`src/rtl/debounced_input_port.sv`:
```
// rtl/debounced_input_port.sv - synchronized, debounced switch/button port with status and sticky-edge registers
module debounced_input_port #(
    parameter int          DEBOUNCE_CYCLES = 16,
    parameter logic [15:0] BASE_ADDR       = 16'hFFF0
) (
    input  logic        clk,
    input  logic        reset,
    input  logic [1:0]  sw,
    input  logic        btn,
    input  logic [15:0] addr,
    input  logic        dread,
    input  logic        dwrite,
    input  logic [15:0] dwdata,
    output logic [15:0] rdata,
    output logic        hit,
    output logic        event_pending
);

    localparam logic [15:0] EDGE_ADDR = BASE_ADDR + 16'd2;
    // The toggle happens on the edge where the count would reach DEBOUNCE_CYCLES.
    localparam logic [15:0] DB_LAST   = 16'(DEBOUNCE_CYCLES - 1);

    typedef enum logic {STABLE, COUNTING} state_t;

    logic [2:0] raw;
    logic [2:0] sync1;
    logic [2:0] sync2;
    logic [2:0] debounced;
    logic [2:0] level_next;
    logic [2:0] rise;
    logic [2:0] clr;
    logic [2:0] edge_q;

    assign raw = {btn, sw};

    always_ff @(posedge clk or posedge reset) begin
        if (reset) begin
            sync1 <= 3'b000;
            sync2 <= 3'b000;
        end else begin
            sync1 <= raw;
            sync2 <= sync1;
        end
    end

    for (genvar i = 0; i < 3; i++) begin : g_db
        state_t      state_q;
        state_t      state_d;
        logic [15:0] cnt_q;
        logic [15:0] cnt_d;
        logic        lvl_q;
        logic        lvl_d;

        always_ff @(posedge clk or posedge reset) begin
            if (reset) begin
                state_q <= STABLE;
                cnt_q   <= 16'd0;
                lvl_q   <= 1'b0;
            end else begin
                state_q <= state_d;
                cnt_q   <= cnt_d;
                lvl_q   <= lvl_d;
            end
        end

        always_comb begin
            state_d = state_q;
            cnt_d   = cnt_q;
            lvl_d   = lvl_q;
            case (state_q)
                STABLE: begin
                    if (sync2[i] != lvl_q) begin
                        state_d = COUNTING;
                        cnt_d   = 16'd1;
                    end
                end
                COUNTING: begin
                    if (sync2[i] == lvl_q) begin
                        state_d = STABLE;
                        cnt_d   = 16'd0;
                    end else if (cnt_q == DB_LAST) begin
                        lvl_d   = ~lvl_q;
                        state_d = STABLE;
                        cnt_d   = 16'd0;
                    end else begin
                        cnt_d = cnt_q + 16'd1;
                    end
                end
                default: begin
                    state_d = STABLE;
                    cnt_d   = 16'd0;
                end
            endcase
        end

        assign debounced[i]  = lvl_q;
        assign level_next[i] = lvl_d;
    end

    assign rise = level_next & ~debounced;
    assign clr  = (dwrite && addr == EDGE_ADDR) ? dwdata[2:0] : 3'b000;

    // Clear first, then OR in new rises so a same-cycle rise survives the clear.
    always_ff @(posedge clk or posedge reset) begin
        if (reset) begin
            edge_q <= 3'b000;
        end else begin
            edge_q <= (edge_q & ~clr) | rise;
        end
    end

    always_comb begin
        rdata = 16'h0000;
        if (dread && addr == BASE_ADDR) begin
            rdata = {13'd0, debounced};
        end else if (dread && addr == EDGE_ADDR) begin
            rdata = {13'd0, edge_q};
        end
    end

    assign hit           = (addr == BASE_ADDR) || (addr == EDGE_ADDR);
    assign event_pending = |edge_q;

endmodule

```
`config.mk`:
```
export PLATFORM = sky130hd
export DESIGN_NAME = debounced_input_port
export DESIGN_NICKNAME = d
export VERILOG_FILES = /design/src/rtl/debounced_input_port.sv
export SDC_FILE = /design/constraint.sdc
export NUM_CORES = 1
export LEC_CHECK = 0
export BUFFER_PORTS_ARGS = -buffer_cell sky130_fd_sc_hd__buf_2
export CAP_MARGIN = 20
export CORE_UTILIZATION = 56
export DETAILED_ROUTE_END_ITERATION = 7
export HOLD_SLACK_MARGIN = 0.06
export PLACE_DENSITY = 0.8
export SKIP_LAST_GASP = 1
export SLEW_MARGIN = 15
export SYNTH_ARGS = -nofsm -noshare
export SYNTH_HDL_FRONTEND = slang
export SYNTH_SLANG_ARGS = --single-unit
```
`constraint.sdc`:
```
create_clock -name clk -period 2.6 [get_ports clk]
set_input_delay 0.13 -clock clk [delete_from_list [all_inputs] [get_ports clk]]
set_output_delay 0.13 -clock clk [all_outputs]
set_load 0.03 [all_outputs]
```
==> results_dict.tcl, run 1 <==
set metrics [dict create \
    cts_tree "built" \
    rsz0062_at_grt "no" \
    yosysTopAreaCell "dfrtp_1" \
    syn_inst 370 \
    fin_skew_ns 0.007335 \
    grt_pass1_wl_um 11850 \
    start_kind "flop" \
    slew_viol_final 0 \
    hold_path_depth 3 \
    hold_path_end "edge_q[1]" \
    worstMarginPinSlew_ns 0.9384 \
    max_freq_ghz 0.4523 \
    h-tree-depth 3 \
    place_ws_ns 0.4168 \
    dr_total_vias 2933 \
    hold_start "dwdata[1]" \
    clkPwrFrac_pct 42.4 \
    first_global_vias 2671 \
    hold_path_class "input pin to flop" \
    cts_buffer_depth 2 \
    leakagePower_nw 1.738 \
    nets 449 \
    synth_common_cells "dfrtp_1, nand2_1, nor2_1" \
    io_pins 57 \
    fp.dieH_um 79.43 \
    grt_max_degree 33 \
    start_util_pct 59.50 \
    path_clk_slew_ns 0.07 \
    num_rows 27 \
    overflow 0 \
    grt.total_usage_pct 24.39 \
    power.internal_w 0.001662 \
    synth_edf_count 0 \
    ys_seq_area_share_pct 46.96 \
    vdd_drop_max_mv 0.4158 \
    antenna_found_initial 0 \
    core_area_um2 5642 \
    reg2reg_to "g_db[0].cnt_q[7]" \
    cts.root.buffer_cell "clkbuf_8" \
    route.detailed.drc 0 \
    dr.pass1.iters 4 \
    syn_area_um2 3357 \
    rr_startpoint "g_db[0].cnt_q[0]" \
    antenna_cells 0 \
    synth_most_common_cell "dfrtp_1" \
    wl_um 6815 \
    hold_violations 0 \
    slew_headroom_pct 37.37 \
    cap_violations 0 \
    post_drt_wl_per_cell_um 14.08 \
    p_sw_share_pct 25.65 \
    r2r_setup_slack_ns 0.39 \
    tns_ns 0 \
    pwr-share-seq_pct 48.1 \
    ys_ff_latch 63 \
    powerDensity_nw_per_um2 590.8 \
    fin_ws_ns 0.3892 \
    die_w_um 79.43 \
    p_switching_w 0.0005733 \
    die_area_um2 6308 \
    dp.cells 464 \
    drtAntennaViolNets 0 \
    synthArstFlopShare_pct 100.0 \
    synth_cell_types 50 \
    fin_crit_sh_pct 85.03 \
    yosysWarnings 0 \
    reg2reg_depth 6 \
    worst_ep_arrival_time_ns 2.46 \
    fin_cells 484 \
    port_buffers 30 \
    hpwl_um 4540 \
    avgSynthCellArea_um2 9.073 \
    outcome "finished clean" \
    whs_ns 0.06831 \
    crit_type "flop to flop" \
    cts_sinks 63 \
    synth_top_area_share_pct 46.96 \
    min_period_ns 2.211 \
    area_growth_pct 12.71 \
    endpoint_kind "flop" \
    combPwrFrac_pct 9.5 \
    cts_made_buffers 9 \
    path_max_fanout 27 \
    setup_viol 0 \
    gp_congestion 0.8347 \
    via_per_inst 6.060 \
    ys_top_cells_by_area "dfrtp_1, nand2_1, a31oi_1" \
    drt_iter0_markers 291 \
    drive_above_1_share_pct 15.29 \
    crit_required_ns 2.85 \
    insertion_delay_ns 0.34 \
    ys.flop_type "dfrtp_1" \
    p_total_w 0.002236 \
]
-- through the flow --
stage	util (%)	instance area, um2
floorplan	-	3402
global placement	62.43	3522
detailed placement	62.43	3522
CTS	67.07	3784
global route	67.07	3784
finish	67.07	3784
-- flip-flops by register name (all words and copies together), names as in the netlist --
register / flops
sync1: 3
edge_q: 3
g_db.state_q: 3
sync2: 3
g_db.lvl_q: 3
g_db.cnt_q: 48
-- cell usage in the layout, fill, tap and decap left out, types with 4 or more instances in the layout --
cell,netlist,layout
dfrtp_1,63,63
nand2_1,51,51
buf_2,3,30
nor2_1,29,29
a31oi_1,25,25
nand3_1,24,24
a21oi_1,20,20
o21ai_0,15,15
inv_1,14,13
conb_1,1,13
clkbuf_8,0,10
nor4_1,9,9
nand4_1,9,9
mux2i_1,8,8
and3_1,7,7
a22o_1,6,6
or2_2,6,6
xor2_1,5,5
and4_1,5,5
or3_1,5,5
a21o_1,4,4
dlygate4sd3_1,0,4
buf_4,13,4
-- layout make-up --
cell class / instances / area [um2]
flip-flops and latches: 63 / 1577
multi-input cells: 281 / 1623
repair buffers: 38 / 220.2
well taps: 72 / 90.09
inverters: 14 / 52.55
clock buffers: 10 / 137.6
clock inverters: 6 / 83.83
fillers: 434 / 1858
-- repair_timing --
item / CTS / global route
gates resized for setup: 0 / 0
hold buffers: 4 / 0
buffers inserted: 0 / 0
endpoints found under the hold margin: 33 / 0
-- cells by family after synthesis --
family / after synthesis / share of synthesized area, %
AO/OA/AOI/OAI: 87 / 16.59
XOR/XNOR: 6 / 1.565
adder cells (fa/ha/maj): 3 / 1.118
buffers and inverters: 38 / 6.038
flip-flops: 63 / 46.96
multiplexers: 10 / 3.056
other: 1 / 0.1117
AND/OR/NAND/NOR: 162 / 24.56
-- critical path: stages, from the launching register on --
cell and delay (ns):
dfrtp_1 0.41, ha_1 0.25, nand3_1 0.23, nor4_4 0.09
nor2_2 0.72, o21ai_0 0.21, a31oi_1 0.22
-- power by group through the flow --
stage                     clock network, W  logic [W]  registers [W]
after floorplan                          0   0.000174        0.00108
after global placement                   0   0.000199        0.00109
after detailed placement                 0   0.000207        0.00109
after CTS                         0.000957   0.000212        0.00107
after global routing              0.000991   0.000243        0.00108
final                             0.000948   0.000212        0.00108
-- per-layer routing --
metal | global-route usage [%] | part of all wire (%) | up-vias
li1 | - | - | 1406
met1 | 33.94 | 48 | 1426
met2 | 38.21 | 45 | 91
met3 | 3.200 | 4.8 | 10
met4 | 10.73 | 1.7 | 0
met5 | 0 | 0 | -
-- worst max-delay path by stage --
| stage | from | to | slack (ns) | depth (start not counted) |
|---|---|---|---|---|
| floorplan | addr[2] | rdata[0] | 0.38 | 4 |
| global placement | g_db[0].cnt_q[0] | g_db[0].cnt_q[14] | 0.49 | 6 |
| global route | g_db[0].lvl_q | g_db[0].cnt_q[14] | 0.17 | 5 |
| detailed placement | g_db[0].cnt_q[0] | g_db[0].cnt_q[7] | 0.42 | 6 |
| finish | g_db[0].cnt_q[0] | g_db[0].cnt_q[7] | 0.39 | 6 |
| CTS | g_db[0].cnt_q[0] | g_db[0].cnt_q[7] | 0.41 | 6 |
Power figures use the tool's default switching activity.
==> run 2: changes to the inputs <==
- CORE_ASPECT_RATIO: not set -> 1.1
==> results_dict.tcl, run 2 (same netlist as run 1, synthesis figures left out) <==
set metrics [dict create \
    multi_input_area_um2 1623 \
    post-cts-setup-buffer-count 0 \
    start_kind "flop" \
    tns_ns 0 \
    hold_path_depth 3 \
    start_util_pct 58.19 \
    fin_crit_sh_pct 84.81 \
    route.detailed.drc 0 \
    ctsResizeCount 0 \
    setup_viol 0 \
    dr.pass1.iters 5 \
    final_cell_mix "dfrtp_1, nand2_1, buf_2, nor2_1, a31oi_1" \
    hold_start "dwdata[1]" \
    cap_violations 0 \
    vdd_drop_max_mv 0.5620 \
    hold_path_end "edge_q[1]" \
    io_pins 57 \
    dr_total_vias 2961 \
    rr_startpoint "g_db[0].cnt_q[0]" \
    drive_above_1_share_pct 15.09 \
    via_per_inst 6.068 \
    powerDensity_nw_per_um2 559.8 \
    fp.dieH_um 83.21 \
    r2r_setup_slack_ns 0.39 \
    port_buffers 30 \
    largest_reg_flops 48 \
    antenna_found_initial 0 \
    crit_chain "ha_1, nand3_1, nor4_4, nor2_2, o21ai_0, a31oi_1" \
    grt_max_degree 35 \
    endpoint_kind "flop" \
    antenna_cells 0 \
    cts_sinks 63 \
    slew_viol_final 0 \
    area_growth_pct 12.23 \
    critPathSlowestCell "nor2_2" \
    first_global_vias 2677 \
    slew_headroom_pct 39.96 \
    die_w_um 75.82 \
    grt_pass1_wl_um 11740 \
    wl_um 6800 \
    hold_violations 0 \
    overflow 0 \
    cts_buffer_depth 2 \
    fin_skew_ns 0.006332 \
    rsz0062_at_grt "no" \
    largest_register "g_db.cnt_q" \
    core_area_um2 5769 \
    fill_cells 467 \
    post_drt_wl_per_cell_um 13.93 \
    gp_congestion 0.8210 \
    leakagePower_nw 1.727 \
    whs_ns 0.06258 \
    crit_type "flop to flop" \
    h-tree-depth 3 \
    die_area_um2 6309 \
    drt_iter0_markers 349 \
    outcome "finished clean" \
    critical-path-max-stage-delay_ns 0.69 \
    cts_hold_buf 4 \
    worst_ep_arrival_time_ns 2.48 \
    cts_tree "built" \
    insertion_delay_ns 0.35 \
    seqCellArea_um2 1577 \
    hpwl_um 4551 \
    reg2reg_to "g_db[0].cnt_q[12]" \
    min_period_ns 2.205 \
    grt.total_usage_pct 24.17 \
    nets 448 \
    max_freq_ghz 0.4535 \
    path_clk_slew_ns 0.07 \
    crit_required_ns 2.87 \
    cts.root.buffer_cell "clkbuf_8" \
    worstMarginPinSlew_ns 0.8996 \
    cts_made_buffers 9 \
    num_rows 29 \
    drtAntennaViolNets 0 \
    path_max_fanout 27 \
    hold_path_class "input pin to flop" \
    reg2reg_depth 6 \
    final_common_cell "dfrtp_1" \
]
run 2: how the worst max path moves through the flow:
stage	start	end	slack [ns]	cells past startpoint
CTS	g_db[0].cnt_q[0]	g_db[0].cnt_q[6]	0.42	6
finish	g_db[0].cnt_q[0]	g_db[0].cnt_q[12]	0.39	6
global route	g_db[0].cnt_q[0]	g_db[0].cnt_q[14]	0.15	6
floorplan	addr[2]	rdata[0]	0.38	4
detailed placement	g_db[0].cnt_q[0]	g_db[0].cnt_q[6]	0.41	6
global placement	g_db[0].cnt_q[0]	g_db[0].cnt_q[14]	0.53	6
run 2: area by class of cell:
cell class / count / area share, %
Clock inverter: 3 / 0.3985
Timing Repair Buffer: 37 / 5.978
Sequential cell: 63 / 41.85
Clock buffer: 13 / 4.749
Inverter: 14 / 1.395
Tap cell: 77 / 2.557
Multi-Input combinational cell: 281 / 43.08
run 2: worst max-delay path: cells and delay by family, from the launching register on:
family                   cells  cell delay [ns]
AO/OA/AOI/OAI                2             0.44
flip-flops                   1             0.43
adder cells (fa/ha/maj)      1             0.26
AND/OR/NAND/NOR              3             1.00
run 2: through the flow:
stage / worst slack (ns) / utilization, % / instance area [um2] / instances / total power [W]
after floorplan: 0.3783 / - / 3402 / 382 / 0.001255
after global placement: 0.5311 / 61.24 / 3533 / 468 / 0.001291
after detailed placement: 0.4117 / 61.24 / 3533 / 468 / 0.001301
after CTS: 0.4207 / 65.30 / 3767 / 488 / 0.002117
after global routing: 0.1484 / 65.30 / 3767 / 488 / 0.002191
final: 0.3949 / 65.30 / 3767 / 488 / 0.002109
run 2: power breakdown:
part	internal, W	switching, W
sequential	0.00102	0.0000529
clock	0.000445	0.000376
combinational	0.0000781	0.000134
run 2: layer usage:
layer / routed length (um) / part of all wire (%) / global-route usage (%)
met3: 371 / 5.5 / 4.976
met5: 0 / 0 / 0
met2: 3227 / 47 / 36.93
met1: 3101 / 46 / 33.25
met4: 100 / 1.5 / 9.764
